### src/rtl/ram_scan_display.sv
// Single-port RAM that clears itself after reset. It is accessed either through
// debounced-by-synchroniser buttons or by a ticked auto-scan, and drives one hex 7-segment digit.
module ram_scan_display #(
  parameter int DATA_W    = 4,
  parameter int ADDR_W    = 4,
  parameter int CLK_HZ    = 10000000,
  parameter int TICK_HZ   = 2,
  parameter int READ_MODE = 0
) (
  input  logic              clk_in,
  input  logic              rst_i,
  input  logic              mode_i,
  input  logic [ADDR_W-1:0] addr_i,
  input  logic [DATA_W-1:0] data_i,
  input  logic              wren_i,
  input  logic              rden_i,
  output logic [DATA_W-1:0] data_o,
  output logic [ADDR_W-1:0] addr_o,
  output logic              valid_o,
  output logic              busy_o,
  output logic              tick_o,
  output logic [6:0]        seg_o
);

  localparam int DIV   = CLK_HZ / TICK_HZ;
  localparam int CNT_W = (DIV > 2) ? $clog2(DIV) : 1;
  localparam int DEPTH = 2 ** ADDR_W;
  localparam logic [ADDR_W-1:0] LAST_ADDR = ADDR_W'(DEPTH - 1);
  localparam logic [CNT_W-1:0]  CNT_LAST  = CNT_W'(DIV - 1);

  typedef enum logic [1:0] {
    ST_CLEAR  = 2'd0,
    ST_MANUAL = 2'd1,
    ST_SCAN   = 2'd2
  } state_t;

  state_t            state_q, state_d;
  logic [ADDR_W-1:0] ptr_q, ptr_d;
  logic [CNT_W-1:0]  cnt_q, cnt_d;
  logic              tick_q;
  logic [1:0]        sync1_q, sync2_q, prev_q;
  logic [1:0]        req;
  logic              wr_req, rd_req;
  logic [DATA_W-1:0] data_q, data_d;
  logic [ADDR_W-1:0] addr_q, addr_d;
  logic              valid_q, valid_d;
  logic              busy_q, busy_d;
  logic [6:0]        seg_q;

  logic [DATA_W-1:0] mem [DEPTH];
  logic              ram_we;
  logic [ADDR_W-1:0] ram_addr;
  logic [DATA_W-1:0] ram_wdata;
  logic [DATA_W-1:0] ram_rword;

  function automatic logic [6:0] hex_to_seg(input logic [3:0] nib);
    logic [6:0] s;
    case (nib)
      4'h0: s = 7'b1000000;
      4'h1: s = 7'b1111001;
      4'h2: s = 7'b0100100;
      4'h3: s = 7'b0110000;
      4'h4: s = 7'b0011001;
      4'h5: s = 7'b0010010;
      4'h6: s = 7'b0000010;
      4'h7: s = 7'b1111000;
      4'h8: s = 7'b0000000;
      4'h9: s = 7'b0010000;
      4'hA: s = 7'b0001000;
      4'hB: s = 7'b0000011;
      4'hC: s = 7'b1000110;
      4'hD: s = 7'b0100001;
      4'hE: s = 7'b0000110;
      default: s = 7'b0001110;
    endcase
    return s;
  endfunction

  // Bit 0 is the write button, bit 1 the read button; one request per rising level.
  assign req    = sync2_q & ~prev_q;
  assign wr_req = req[0];
  assign rd_req = req[1];

  assign cnt_d = (cnt_q == CNT_LAST) ? '0 : cnt_q + CNT_W'(1);

  always_ff @(posedge clk_in) begin
    if (ram_we) begin
      mem[ram_addr] <= ram_wdata;
    end
  end

  assign ram_rword = mem[ram_addr];

  always_comb begin
    state_d   = state_q;
    ptr_d     = ptr_q;
    data_d    = data_q;
    addr_d    = addr_q;
    valid_d   = 1'b0;
    busy_d    = 1'b0;
    ram_we    = 1'b0;
    ram_addr  = addr_i;
    ram_wdata = data_i;
    case (state_q)
      ST_CLEAR: begin
        ram_we    = 1'b1;
        ram_addr  = ptr_q;
        ram_wdata = '0;
        ptr_d     = ptr_q + ADDR_W'(1);
        busy_d    = 1'b1;
        if (ptr_q == LAST_ADDR) begin
          busy_d  = 1'b0;
          state_d = mode_i ? ST_SCAN : ST_MANUAL;
        end
      end
      ST_MANUAL: begin
        ram_we = wr_req;
        if (rd_req) begin
          // A simultaneous read and write share addr_i; READ_MODE picks old or new word.
          data_d  = (READ_MODE != 0 && wr_req) ? data_i : ram_rword;
          addr_d  = addr_i;
          valid_d = 1'b1;
        end
        if (mode_i) begin
          state_d = ST_SCAN;
          ptr_d   = '0;
        end
      end
      ST_SCAN: begin
        ram_addr = ptr_q;
        if (!mode_i) begin
          state_d = ST_MANUAL;
        end else if (tick_q) begin
          data_d  = ram_rword;
          addr_d  = ptr_q;
          valid_d = 1'b1;
          ptr_d   = ptr_q + ADDR_W'(1);
        end
      end
      default: begin
        state_d = ST_CLEAR;
        ptr_d   = '0;
        busy_d  = 1'b1;
      end
    endcase
  end

  always_ff @(posedge clk_in or negedge rst_i) begin
    if (!rst_i) begin
      state_q <= ST_CLEAR;
      ptr_q   <= '0;
      cnt_q   <= '0;
      tick_q  <= 1'b0;
      sync1_q <= '0;
      sync2_q <= '0;
      prev_q  <= '0;
      data_q  <= '0;
      addr_q  <= '0;
      valid_q <= 1'b0;
      busy_q  <= 1'b1;
      seg_q   <= 7'b1000000;
    end else begin
      state_q <= state_d;
      ptr_q   <= ptr_d;
      cnt_q   <= cnt_d;
      tick_q  <= (cnt_d == CNT_LAST);
      sync1_q <= {rden_i, wren_i};
      sync2_q <= sync1_q;
      prev_q  <= sync2_q;
      data_q  <= data_d;
      addr_q  <= addr_d;
      valid_q <= valid_d;
      busy_q  <= busy_d;
      seg_q   <= hex_to_seg(data_q[3:0]);
    end
  end

  assign data_o  = data_q;
  assign addr_o  = addr_q;
  assign valid_o = valid_q;
  assign busy_o  = busy_q;
  assign tick_o  = tick_q;
  assign seg_o   = seg_q;

endmodule

### config.mk
export PLATFORM = sky130hd
export DESIGN_NAME = ram_scan_display
export DESIGN_NICKNAME = d
export VERILOG_FILES = /design/src/rtl/ram_scan_display.sv
export SDC_FILE = /design/constraint.sdc
export NUM_CORES = 1
export LEC_CHECK = 0
export ABC_AREA = 0
export CAP_MARGIN = 5
export CORE_MARGIN = 2
export CORE_UTILIZATION = 59
export CTS_CLUSTER_DIAMETER = 60
export DETAILED_ROUTE_END_ITERATION = 8
export GPL_ROUTABILITY_DRIVEN = 0
export PLACE_DENSITY = 0.79
export SETUP_SLACK_MARGIN = 0.4
export SYNTH_ARGS = -nofsm -noshare
export SYNTH_HDL_FRONTEND = slang
export SYNTH_SLANG_ARGS = --single-unit
### constraint.sdc
create_clock -name clk_in -period 2.85 [get_ports clk_in]
set_input_delay 0.57 -clock clk_in [delete_from_list [all_inputs] [get_ports clk_in]]
set_output_delay 0.57 -clock clk_in [all_outputs]
set_load 0.02 [all_outputs]
==> impl_metrics.ini <==
[worst_setup_path]
cp-start-kind = register
critPathKind = register to register
end_kind = register
cp_max_fo = 5
crit_arrival_ns = 2.82
reg2reg_depth = 8
cp.required_ns = 3.25

[grt]
grtUsageTotal_pct = 24.82
grt_max_degree = 32
grt_overflow = 0
antenna_found_initial = 0
grt_pass1_wl_um = 18480
grt_pass1_vias = 3699

[sta]
setup_viol = 0
fin_tns_setup_ns = 0
final_max_slew_viol_count = 0
slew_headroom_pct = 17.20
min_period_ns = 2.424
finClkSkew_ns = 0.006450
hold_viol = 0
fin_crit_sh_pct = 85.04
worstMarginPinSlew_ns = 1.239
fmax_mhz = 412.6
rsz0062_at_grt = yes

[cells_and_area]
seq_area_um2 = 3252
fillerInstances = 541
multi_input_area_um2 = 1918
antenna_cells = 0
fin_util_pct = 73.41
final_net_count = 508
syn2layout_area_growth_pct = 20.97
final_layout_size_suffix_gt1_share_pct = 15.32
final_cells = 604

[synthesis]
syn_area_um2 = 5293
syn_nets = 452
syn-instance-count = 427
syn_area_per_cell_um2 = 12.39
synth_seq_cells = 117
ys_async_sr_fraction_pct = 45.30
ys_warn_count = 0
seq_area_frac_synth_pct = 61.42
synth_cell_type_count = 49
synthFlopType = edfxtp_1
synth_edf_count = 64

[outcome]
status = finished, final reports clean

[die]
die-area_um2 = 9744
io-pin-count = 31
rows = 34
chipHeight_um = 98.71
start_util_pct = 60.69
core_area_um2 = 8721
die_w_um = 98.71

[clock_tree]
cts_tree = yes
clk_path_buf_depth = 2
cts_root_buf = clkbuf_8
cts_made_buffers = 17
clk_pin_slew_ns = 0.06
htree_num_levels = 4
insertion_delay_ns = 0.52
cts.sinks = 117

[pwr]
ir_drop_uv = 446.7
total_power_mw = 6.804
power_switching_mw = 2.407
p_leak_nw = 2.514
internal-power_mw = 4.397
p_clk_share_pct = 28.8
powerDensity_nw_per_um2 = 1063
combPwrFrac_pct = 36.7
p_sw_share_pct = 35.38
seqPwrFrac_pct = 34.5

[drt]
drt-total-wl_um = 11280
avgRoutedWirePerCell_um = 18.67
drt_iter0_markers = 395
routed-via-count = 3689
route.detailed.drc = 0
dr.pass1.iters = 6
vias_per_cell = 6.108
drt.antenna.violating_nets = 0

[flow_run]
maxCapViolCount = 0

[place]
numPortBuffers = 30
dp.cells = 564
place_hpwl_um = 7484

[worst_hold_path]
holdPathStages = 0
min_path_type = register to register
[final timing paths]
path	endpoint	start	slack, ns
max	data_o[0]	state_q[1]	0.43
min	sync2_q[1]	sync1_q[1]	0.35
max reg2reg	data_o[0]	state_q[1]	0.43
min reg2reg	sync2_q[1]	sync1_q[1]	0.35
max in group asynchronous	cnt_q[1]	rst_i	1.89
min in group asynchronous	sync2_q[1]	rst_i	0.38
[registers in the layout, indices dropped and copies added (netlist names)]
name / count
cnt_q: 23
ptr_q: 4
sync2_q: 2
sync1_q: 2
state_q: 2
tick_o: 1
valid_o: 1
mem: 64
busy_o: 1
seg_o: 7
addr_o: 4
prev_q: 2
data_o: 4
[worst max-delay path, stage by stage (launching register included)]
cell and delay, ns:
dfrtp_1 0.37, inv_1 0.10, ha_2 0.22, nor2_8 0.16, mux2i_4 0.26, buf_4 0.18
mux4_2 0.51, nor2b_1 0.16, o32a_1 0.34
[repair_timing]
item                                   4_1_cts  5_1_grt
cloned                                       0        0
gates resized for setup                      3        3
setup endpoints to repair                   53       49
endpoints found under the hold margin        2        0
buffers inserted                             5        2
pin swaps                                    1        0
hold buffers                                 1        0
[Yosys cell counts (2+ instances only)]
library cell	n	area share, %
xor2_1	9	1.5
nand3_1	14	1.3
mux2i_1	15	2.8
mux4_2	4	1.7
a31oi_1	5	0.59
nand2b_1	4	0.47
nor4_1	3	0.35
o211ai_1	2	0.28
o21ai_0	7	0.66
inv_1	13	0.92
buf_6	2	0.43
ha_1	12	2.8
nand2_1	35	2.5
a21oi_1	27	2.6
and4b_1	2	0.38
edfxtp_1	64	36
a311oi_1	2	0.33
o32a_1	4	0.76
mux2_2	6	1.3
nand3b_1	2	0.28
clkbuf_1	8	0.57
a22o_1	2	0.33
o221ai_1	4	0.66
o22ai_1	2	0.24
a221o_1	7	1.3
nor3_1	7	0.66
nor2_1	45	3.2
nor3b_1	3	0.43
or2_2	2	0.24
xnor2_1	14	2.3
and4_1	3	0.50
buf_2	7	0.66
dfrtp_1	51	24
nand4_1	12	1.4
dfstp_2	2	0.99
nor2b_1	13	1.5
[power groups by stage]
stage | Combinational [mW] | Sequential, mW | Clock (mW)
floorplan | 1.49 | 2.44 | 0
global placement | 2.23 | 2.37 | 0
detailed placement | 2.32 | 2.38 | 0
CTS | 2.43 | 2.34 | 1.98
global route | 2.72 | 2.38 | 2.05
finish | 2.50 | 2.35 | 1.96
[logic make-up after synthesis]
| logic type | count (synthesis) | synth area share [%] |
|---|---|---|
| AO/OA/AOI/OAI | 67 | 8.487 |
| XOR/XNOR | 23 | 3.806 |
| adder cells (fa/ha/maj) | 12 | 2.837 |
| buffers and inverters | 30 | 2.577 |
| flip-flops | 117 | 61.42 |
| multiplexers | 26 | 6.241 |
| AND/OR/NAND/NOR | 152 | 14.63 |
[layer usage]
metal / vias up / track usage [%] / wire [µm]
li1: 1686 / - / -
met1: 1772 / 30.01 / 4430
met2: 196 / 42.23 / 5782
met3: 35 / 7.163 / 753
met4: 0 / 9.905 / 309
met5: - / 0 / 0
[layout by cell type, fill, tap and decap left out, drive strengths merged, types with 2 or more instances in the layout]
cell | netlist | routed
xor2 | 9 | 9
mux2 | 6 | 6
clkinv | 0 | 2
inv | 13 | 20
buf | 9 | 24
ha | 12 | 12
o32a | 4 | 4
o21ai | 7 | 7
nor4 | 4 | 4
nand2 | 35 | 35
nand3 | 14 | 14
nand2b | 4 | 4
nor2 | 46 | 46
edfxtp | 64 | 64
a311oi | 2 | 2
nand3b | 2 | 2
xnor2 | 14 | 14
nand4 | 13 | 13
and4b | 2 | 2
o211ai | 2 | 2
clkdlybuf4s50 | 0 | 29
nor3 | 7 | 7
nor2b | 13 | 13
mux2i | 16 | 16
a22o | 2 | 2
dfrtp | 51 | 51
a21oi | 27 | 27
o221ai | 4 | 4
mux4 | 4 | 4
clkbuf | 8 | 19
nor3b | 3 | 3
a221o | 7 | 7
o22ai | 2 | 2
and4 | 3 | 3
dfstp | 2 | 2
or2 | 2 | 2
clkinvlp | 0 | 4
a31oi | 5 | 5
[final cells by class]
class                   instances  share of cell area, %
flip-flops and latches        117                  50.79
multi-input cells             280                  29.96
repair buffers                 54                  7.719
clock buffers                  19                  6.918
well taps                     108                  2.111
clock inverters                13                  1.739
inverters                      13                 0.7622
[through the flow]
| step | instance area [µm²] | worst slack [ns] | hold WS (ns) |
|---|---|---|---|
| 6_report | 6402 | 0.4263 | 0.3459 |
| 5_1_grt | 6402 | 0.3317 | 0.3725 |
| 4_1_cts | 6376 | 0.4182 | 0.3476 |
| 3_5_place_dp | 5768 | 0.1851 | 0.3347 |
| 3_3_place_gp | 5768 | 0.2871 | 0.3322 |
| 2_1_floorplan | 5293 | 0.4664 | 0.2744 |
Power figures use the tool's default switching activity.
